## config.mk

```make
export PLATFORM = sky130hd
export DESIGN_NAME = cmdspi_regbank
export DESIGN_NICKNAME = d
export VERILOG_FILES = /design/src/rtl/cmdspi_regbank.sv
export SDC_FILE = /design/constraint.sdc
export NUM_CORES = 1
export LEC_CHECK = 0
export BUFFER_PORTS_ARGS = -buffer_cell sky130_fd_sc_hd__buf_2
export CORE_ASPECT_RATIO = 1.4
export CORE_UTILIZATION = 45
export CTS_BUF_LIST = sky130_fd_sc_hd__clkbuf_8
export CTS_CLUSTER_SIZE = 10
export DETAILED_ROUTE_END_ITERATION = 12
export SYNTH_ARGS = -nofsm -noshare
export SYNTH_HDL_FRONTEND = slang
export SYNTH_SLANG_ARGS = --single-unit
```

## constraint.sdc

```tcl
create_clock -name clk -period 9.25 [get_ports clk]
set_input_delay 1.3875 -clock clk [delete_from_list [all_inputs] [get_ports clk]]
set_output_delay 1.3875 -clock clk [all_outputs]
set_load 0.05 [all_outputs]
```

## src/rtl/cmdspi_regbank.sv

```systemverilog
// Register bank behind the SPI command slave: control/pulse outputs, sticky status with IRQ, timer, push-only FIFO.
// Optional TIMER at 0x06 is built only when CMDSPI_REGBANK_TIMER_EN is defined.
module cmdspi_regbank #(
  parameter logic [31:0] ID_VALUE   = 32'h1CE4_0001,
  parameter int          FIFO_DEPTH = 16
) (
  input  logic        clk,
  input  logic        rst_n,
  input  logic        we,
  input  logic [6:0]  addr,
  input  logic [31:0] wdat,
  output logic [31:0] rdat,
  output logic [31:0] ctrl_out,
  output logic [31:0] pulse_out,
  input  logic [15:0] status_in,
  output logic        irq,
  output logic [31:0] fifo_data,
  output logic        fifo_valid,
  input  logic        fifo_ready
);

  localparam int PW = $clog2(FIFO_DEPTH);
  localparam int LW = PW + 1;

  localparam logic [6:0] A_ID        = 7'h00;
  localparam logic [6:0] A_SCRATCH   = 7'h01;
  localparam logic [6:0] A_CTRL      = 7'h02;
  localparam logic [6:0] A_STATUS    = 7'h03;
  localparam logic [6:0] A_IRQ_MASK  = 7'h04;
  localparam logic [6:0] A_PULSE     = 7'h05;
  localparam logic [6:0] A_TIMER     = 7'h06;
  localparam logic [6:0] A_FIFO_DATA = 7'h07;
  localparam logic [6:0] A_FIFO_STAT = 7'h08;

  logic [31:0] scratch;
  logic [15:0] irq_mask;
  logic [15:0] sync1, sync2, sync_d, sticky;
  logic [15:0] rise;
  logic [31:0] timer_rd;

  logic [31:0]   mem [FIFO_DEPTH];
  logic [PW-1:0] wr_ptr, rd_ptr;
  logic [LW-1:0] level;
  logic [8:0]    level9;
  logic          overflow;
  logic          fifo_full, fifo_empty;
  logic          push, pop, push_ok, ovf_set;

  logic wr_scratch, wr_ctrl, wr_status, wr_mask, wr_pulse, wr_fifo_stat;

  assign wr_scratch   = we && (addr == A_SCRATCH);
  assign wr_ctrl      = we && (addr == A_CTRL);
  assign wr_status    = we && (addr == A_STATUS);
  assign wr_mask      = we && (addr == A_IRQ_MASK);
  assign wr_pulse     = we && (addr == A_PULSE);
  assign wr_fifo_stat = we && (addr == A_FIFO_STAT);

  // NOTE: sequential state uses non-blocking assignments so every flop samples pre-edge values.
  always_ff @(posedge clk or negedge rst_n) begin
    if (!rst_n) begin
      scratch   <= '0;
      ctrl_out  <= '0;
      irq_mask  <= '0;
      pulse_out <= '0;
    end else begin
      if (wr_scratch) scratch  <= wdat;
      if (wr_ctrl)    ctrl_out <= wdat;
      if (wr_mask)    irq_mask <= wdat[15:0];
      pulse_out <= wr_pulse ? wdat : '0;
    end
  end

  // Two synchroniser stages, then one edge-detect flop; a rise lands in sticky on the third edge.
  assign rise = sync2 & ~sync_d;

  always_ff @(posedge clk or negedge rst_n) begin
    if (!rst_n) begin
      sync1  <= '0;
      sync2  <= '0;
      sync_d <= '0;
      sticky <= '0;
      irq    <= 1'b0;
    end else begin
      sync1  <= status_in;
      sync2  <= sync1;
      sync_d <= sync2;
      sticky <= (sticky & ~(wr_status ? wdat[15:0] : 16'h0000)) | rise;
      irq    <= |(sticky & irq_mask);
    end
  end

`ifdef CMDSPI_REGBANK_TIMER_EN
  logic [31:0] timer;

  always_ff @(posedge clk or negedge rst_n) begin
    if (!rst_n) begin
      timer <= '0;
    end else if (we && (addr == A_TIMER)) begin
      timer <= wdat;
    end else begin
      timer <= timer + 32'd1;
    end
  end

  assign timer_rd = timer;
`else
  assign timer_rd = '0;
`endif

  assign fifo_full  = (level == LW'(FIFO_DEPTH));
  assign fifo_empty = (level == '0);
  assign fifo_valid = !fifo_empty;
  assign pop        = fifo_valid && fifo_ready;
  assign push       = we && (addr == A_FIFO_DATA);
  // A full FIFO still takes the word when the consumer frees a slot on the same edge.
  assign push_ok    = push && (!fifo_full || pop);
  assign ovf_set    = push && fifo_full && !pop;
  assign level9     = 9'(level);

  // NOTE: the storage array has no reset; validity is tracked by the pointers and level alone.
  always_ff @(posedge clk) begin
    if (push_ok) mem[wr_ptr] <= wdat;
  end

  assign fifo_data = fifo_valid ? mem[rd_ptr] : '0;

  always_ff @(posedge clk or negedge rst_n) begin
    if (!rst_n) begin
      wr_ptr   <= '0;
      rd_ptr   <= '0;
      level    <= '0;
      overflow <= 1'b0;
    end else begin
      if (push_ok) wr_ptr <= wr_ptr + 1'b1;
      if (pop)     rd_ptr <= rd_ptr + 1'b1;
      case ({push_ok, pop})
        2'b10:   level <= level + 1'b1;
        2'b01:   level <= level - 1'b1;
        default: level <= level;
      endcase
      overflow <= ovf_set | (overflow & ~(wr_fifo_stat & wdat[31]));
    end
  end

  // NOTE: every path assigns rdat through the default first, so no latch is inferred.
  always_comb begin
    rdat = '0;
    case (addr)
      A_ID:        rdat = ID_VALUE;
      A_SCRATCH:   rdat = scratch;
      A_CTRL:      rdat = ctrl_out;
      A_STATUS:    rdat = {sync2, sticky};
      A_IRQ_MASK:  rdat = {16'h0000, irq_mask};
      A_TIMER:     rdat = timer_rd;
      A_FIFO_DATA: rdat = {24'h000000, level9[7:0]};
      A_FIFO_STAT: rdat = {overflow, fifo_empty, fifo_full, 20'h00000, level9};
      default:     rdat = '0;
    endcase
  end

endmodule

```

-- After elaboration in Yosys (flattened, before gate mapping)
Memories as Yosys holds them, arrays and structs flattened.
Index checks and enable logic that the tools add are counted.
W data, S select, Z words.
- bits in registers: 191
- RAM bits: 512
- input bits: 59
- output and inout bits: 130
- logic and storage cells: 64
- memories: 1
- memory list (name ; depth ; width ; read ports ; clocked after Yosys merged registers in ; write ports ; line ; source):
    mem ; 16 ; 32 ; 1 ; 0 ; 1 ; 41 ; logic [31:0] mem [FIFO_DEPTH];
- add/subtract/negate cells: 4
- equality and inequality tests: 10
- muxes and demuxes: 7
- bitwise operators: 10
- reductions and logical operators: 19
- operators by type and width (operator ; count):
    $pmux W32 S7 ; 1
    $mux W32 ; 2
    $and A16 B16 Y16 ; 3
    $not A16 Y16 ; 2
    $eq A7 B3 Y1 const B ; 3
    $mux W16 ; 1
    $or A16 B16 Y16 ; 1
    $reduce_or A16 Y1 ; 1
    $eq A7 B2 Y1 const B ; 2
    $logic_and A1 B1 Y1 ; 11
    $pmux W5 S2 ; 1
    $add A4 B1 Y4 const B ; 2
    $eq A7 B1 Y1 const B ; 1
    $eq A7 B4 Y1 const B ; 1
    $logic_not A7 Y1 ; 1
    $add A5 B1 Y5 const B ; 1
    $eq A5 B5 Y1 const B ; 1
    $logic_not A5 Y1 ; 1
    $sub A5 B1 Y5 const B ; 1
    $logic_not A1 Y1 ; 3
    $and A1 B1 Y1 ; 2
    $eq A2 B1 Y1 const B ; 1
    $eq A2 B2 Y1 const B ; 1
    $mux W1 ; 2
    other kinds (4) ; 4

-- Logic depth before layout (Yosys ltp)
Gate-level depths: netlist of the first run.
- word-level depth: 7
- mapped depth: 11
- mapped depth without buffers: 9

-- Worst setup path before layout of the first run
OpenSTA, ideal clock, no wires.
- path kind: input to register
- start point: input addr[1]
- end point: memory mem[3][0], enable pin
- library setup time: 0.461 ns
- data arrival time: 4.622 ns
- required time: 8.789 ns
- path slack: 4.167 ns
- stages on the path: 8
- buffers on the path: 3
- path through: buf_2 > and4b_1 > and3_1 > buf_4 > o21a_1 > buf_6 > nand2_1 > nor3_1
- word-level cells in the longest chain between the ends: 5
- ends and longest elaborated chain (element ; line ; source):
    from (decl) ; 10 ; input logic [6:0] addr,
    $eq A7 B3 Y1 ; 114 ; assign push = we && (addr == A_FIFO_DATA);
    $logic_and A1 B1 Y1 ; 114 ;
    $logic_and A1 B1 Y1 ; 116 ; assign push_ok = push && (!fifo_full || pop);
    $mux W1 ; 122 ; if (push_ok) mem[wr_ptr] <= wdat;
    $mux W1 (implied by the code) ; 122 ;
    to (decl) ; 41 ;
Every way passes these cells.

-- Worst setup path in the final report of the first run
- start point: register rd_ptr[1]
- end point: output fifo_data[0]
- word-level cells in the longest chain between the ends: 2
- ends and longest elaborated chain (element ; line ; source):
    from (decl) ; 42 ; logic [PW-1:0] wr_ptr, rd_ptr;
    from (signal assigned) ; 135 ; if (pop) rd_ptr <= rd_ptr + 1'b1;
    $mem_v2 Z16 W32 ; - ;
    $mux W32 ; 125 ; assign fifo_data = fifo_valid ? mem[rd_ptr] : '0;
    to (decl) ; 17 ; output logic [31:0] fifo_data,
Every way passes these cells.

==> metrics.txt, run 1 <==
# DRC 0; CTS root buf clkbuf_8; post-synth top area cell edfxtp_1; final hold violation count 0; Final period util between 50% and 60%; sum of negative setup slack 0 ns; Startpoint Class flip-flop; Filler cells 4,882; Initial DRT Pass Iterations 5; #FFs+latches synth roughly 700; Hold EP sync2[15]; Crit. End Element output pin; Post-synth EDFFs just over 500; top_reg_cell synth edfxtp_1; CP Data Required Time 7.86 ns; vias 14,020; reg2reg start level[1]; # setup viols final 0; TritonCTS clock tree done; fmax about 0.19 GHz; HP Start sync1[15]; Worst-path clk slew 0.07 ns; Post-DP HPWL 37.78 mm; RR Endpoint mem[15][7]; HP Class reg -> reg; GPL Wtd Cong roughly 0.8; Clock Latency Late Sink between 0.6 and 0.7 ns; Reg2Reg Depth 6; ys async rst share a little over a quarter; Synth top area share 56.33%; largest net degree at the start of global routing ~120; P per Cell Area between 200 and 300 nW/um^2; leak pwr between 10 and 15 nW; measured slew at the worst slew-check pin 1.174 ns; num rows about 110; post-route clock skew 0.01892 ns; Crit Path Max Fanout 72; unrepaired setup endpoints after global routing no; Die X-Extent 210.1 um; DR WL/cell 25.76 um; Crit path arrival time roughly 4.0 ns; # Max-Cap Violations 0; post-synthesis cell count 1,394; post-synthesis sequential area ratio about three quarters; Iter 0 DRT Violations 1,173; I/O pin cnt approximately 190; final net count 1,697; Worst R2R Setup Slack 6.27 ns; Rel. slew slack between 20% and 30%; final slew viol count 0; initial antenna violation count 4; gr ovfl total 0; syn_nets 1,459; cts bufs inserted 99; Min Hold Slack around 0.35 ns; final cell count without fillers approximately 2,500; Clock Sinks roughly 700; clock buffer depth 3; die area between 60,000 and 70,000 um^2; synthesized area 27,290 um^2; H-tree Lvls 3; share of cells above drive strength 1 about a third; minimum clock period roughly 5.4 ns; Routed WL between 60 and 70 mm; vias in the first global route about 15,000; Initial Utilization a little under half; commonest cells in the netlist edfxtp_1, dfrtp_1, mux4_2, mux2i_1, mux2_2; total track usage between 20% and 30%; Die Height just under 300 um; CTS resizes 0; Core ar. around 60,000 um^2; maximum vdd drop a little over 0.0002 V; Synth area leaders edfxtp_1, dfrtp_1, mux4_2; Post-CTS Repair Setup Buffers 0; vias per inst 5.552; global-route wire length before repair between 90 and 100 mm; hold_buf cts 0; port bufs around 190; Area growth syn-to-layout 13.86%; Placed Cells 2,341; distinct cell type count of the synthesized netlist between 40 and 50; most common cell in the netlist edfxtp_1; status complete, no violations; Worst Hold Depth 0; post-detailed-route count of antenna-violating nets 0; Synth warnings 0; Power Total roughly 8.1 mW; crit path kind reg -> out; Avg Inst Size Synth roughly 20 um^2
-- report_power, final --
part / internal (mW) / total [mW] / switching [mW]
registers: 3.46 / 3.62 / 0.170
clock network: 1.11 / 2.24 / 1.13
logic: 0.864 / 2.25 / 1.38
-- worst max path at each step --
stage | startpoint | endpoint | depth (start not counted)
after global routing | rd_ptr[1] | fifo_data[0] | 5
final | rd_ptr[1] | fifo_data[0] | 5
after detailed placement | addr[0] | mem[15][9] | 7
after global placement | addr[0] | mem[15][9] | 7
after floorplan | addr[1] | mem[3][0] | 8
after CTS | rd_ptr[1] | fifo_data[30] | 5
-- cells in the final DEF (no fill, tap or decap), types with 30 or more instances in the layout --
cell and instances:
edfxtp_1 512, dfrtp_1 188, buf_2 187, mux4_2 128, clkbuf_8 110, mux2i_1 71
mux2_2 67, inv_1 48, nand2_1 44, o22ai_1 34, and2_1 33, mux2_4 30
-- worst max-delay path, cell delays in order, from the launching register on --
cell	delay, ns
dfrtp_4	1.00
buf_4	0.95
mux4_2	0.38
mux2i_1	0.09
o22ai_1	0.38
buf_2	0.36
-- layer usage --
| metal | vias up | share of wire (%) | GRT usage, % |
|---|---|---|---|
| met2 | 452 | 51 | 36.57 |
| met3 | 101 | 4.9 | 3.153 |
| met4 | 0 | 3.8 | 9.240 |
| li1 | 6033 | - | - |
| met1 | 7434 | 41 | 27.90 |
| met5 | - | 0 | 0 |
-- stage by stage --
| step | instance area, um^2 | utilization [%] | worst slack, ns |
|---|---|---|---|
| after floorplan | 27290 | - | 4.167 |
| after global placement | 29240 | 48.89 | 4.456 |
| after detailed placement | 29240 | 48.89 | 4.338 |
| after CTS | 31070 | 51.94 | 3.810 |
| after global routing | 31070 | 51.95 | 3.731 |
| final | 31080 | 51.96 | 3.882 |
-- final cells by class --
type	instances	area [um^2]	share of cell area [%]
Clock inverter	72	325.3	1.047
Sequential cell	703	20170	64.89
Antenna cell	3	7.507	0.02416
Inverter	18	67.56	0.2174
Clock buffer	109	1500	4.827
Tap cell	810	1013	3.261
Multi-Input combinational cell	595	6833	21.99
Timing Repair Buffer	215	1165	3.748
-- kinds of logic (layout without fill, tap and decap cells) --
kind of cell             after synthesis  after routing  synth area share [%]
flip-flops                           703            703                 73.84
multiplexers                         304            304                 17.91
AND/OR/NAND/NOR                      152            152                 2.856
AO/OA/AOI/OAI                        122            122                 3.172
buffers and inverters                 96            414                 1.591
XOR/XNOR                              11             11                0.3530
adder cells (fa/ha/maj)                6              6                0.2750
other                                  0              3                     0
-- sequential cells by signal, indices dropped and copies added (netlist names), 5 cells and up --
register and count:
level 5, sync1 16, scratch 32, ctrl_out 32, sync2 16, irq_mask 16
pulse_out 32, mem 512, sticky 16, sync_d 16
Power figures use the tool's default switching activity.
==> run 2: changes to the inputs <==
Clock period 9.25 ns to 5.4 ns, I/O delays scaled along.
==> run 2 against run 1 <==
Clock power is 78% higher; count of clock-buffer cells in the layout is 4 lower; global-route usage is 0.13 points lower; non-clock buffer count is 7 higher; clock skew is 0.00055 ns higher; hold slack worse by 0.12 ns; power is 74% higher; via count hardly changed; utilization is 0.24 points higher; critical path depth stayed put; largest cell class unchanged.
==> metrics.txt, run 2 (synthesis results as in run 1) <==
minimum clock period ~4.2 ns; measured slew at the worst slew-check pin about 1.0 ns; HP Class in -> async; crit path kind reg -> out; final net count roughly 1,700; Clock Sinks 703; Post-DP HPWL a little under 40 mm; fmax around 0.24 GHz; # Max-Cap Violations 0; DR WL/cell about 26 um; initial antenna violation count 1; final slew viol count 0; Power Total 14.14 mW; largest net degree at the start of global routing ~100; Most flops, register mem; I/O pin cnt about 190; vias per inst between 5 and 6; Clock Latency Late Sink approximately 0.66 ns; Area growth syn-to-layout 14.38%; TritonCTS clock tree done; final hold violation count 0; Die Height between 200 and 300 um; H-tree Lvls 3; most common cell after layout, fill and taps aside edfxtp_1; Crit. End Element output pin; Crit Path Max Fanout 58; Rel. slew slack 30.02%; vias in the first global route between 10,000 and 15,000; CP Data Required Time 4.59 ns; sum of negative setup slack 0 ns; P per Cell Area 452.8 nW/um^2; status complete, no violations; Largest register FFs approximately 500; commonest non-fill, non-tap cells in the layout edfxtp_1, dfrtp_1, buf_2; Die X-Extent 210.1 um; Crit path arrival time 3.42 ns; unrepaired setup endpoints after global routing no; cts bufs inserted 100; CTS resizes 0; Worst-path clk slew around 0.070 ns; port bufs ~190; Iter 0 DRT Violations approximately 900; CTS root buf clkbuf_8; fin area 31,220 um^2; # DRC 0; Routed WL between 60 and 70 mm; leak pwr ~12 nW; post-route clock skew about 0.019 ns; gr ovfl total 0; final core occ a little over half; global-route wire length before repair between 90 and 100 mm; hold_buf cts 0; post-detailed-route count of antenna-violating nets 0; share of cells above drive strength 1 about 35%; Post-DP Area slightly below 30,000 um^2; # setup viols final 0; Initial Utilization a little under half; maximum vdd drop around 0.00034 V; clock buffer depth 3; Post-CTS Repair Setup Buffers 0; Core ar. 59,810 um^2; Initial DRT Pass Iterations 5; vias between 10,000 and 15,000; die area about 62,000 um^2; Final period util ~80%; num rows between 100 and 150; GPL Wtd Cong about 0.85; total track usage 21.49%; Startpoint Class flip-flop
==> run 2: cell type report <==
type	count	area (um^2)
antenna	1	2.502
clock buffer	105	1445
clock inverter	81	449.2
fill	4895	28600
inverter	18	67.56
multi-input combinational	595	6833
sequential	703	20170
tap	810	1013
timing repair buffer	222	1242
==> run 2: path summary, 6_finish.rpt <==
kind	start	end	slack (ns)	cells after the start
worst max-delay path	rd_ptr[1]	fifo_data[23]	1.17	5
worst min-delay path	rst_n	irq_mask[6]	0.22	1
worst max register to register	level[1]	mem[12][22]	2.49	6
worst min register to register	sync1[12]	sync2[12]	0.34	0
max in group asynchronous	rst_n	pulse_out[28]	4.10	2
min in group clk	status_in[15]	sync1[15]	0.25	1
==> run 2: power breakdown <==
| group | switching, mW | internal [mW] |
|---|---|---|
| clock network | 1.98 | 2.00 |
| registers | 0.389 | 5.92 |
| logic | 2.34 | 1.51 |
| total | 4.71 | 9.42 |
==> run 2: routing by layer <==
layer | up-vias | share of wire, % | GRT usage [%]
li1 | 6046 | - | -
met1 | 7434 | 41 | 28.10
met2 | 431 | 51 | 36.52
met3 | 100 | 4.3 | 3.185
met4 | 0 | 3.0 | 7.833
met5 | - | 0 | 0
==> run 2: worst max-delay path: stages, from the launching register on <==
cell	delay (ns)
dfrtp_4	1.01
buf_4	0.50
mux4_2	0.36
mux2i_1	0.37
o22ai_1	0.18
buf_2	0.28
==> run 2: per-stage QoR <==
| step | setup WS, ns | instances | hold WS [ns] |
|---|---|---|---|
| after detailed placement | 1.316 | 2348 | 0.3347 |
| after global routing | 1.017 | 2535 | 0.2235 |
| after CTS | 1.080 | 2534 | 0.2117 |
| after global placement | 1.345 | 2348 | 0.3331 |
| after floorplan | 0.8940 | 1394 | 0.3312 |
| final | 1.168 | 2535 | 0.2223 |
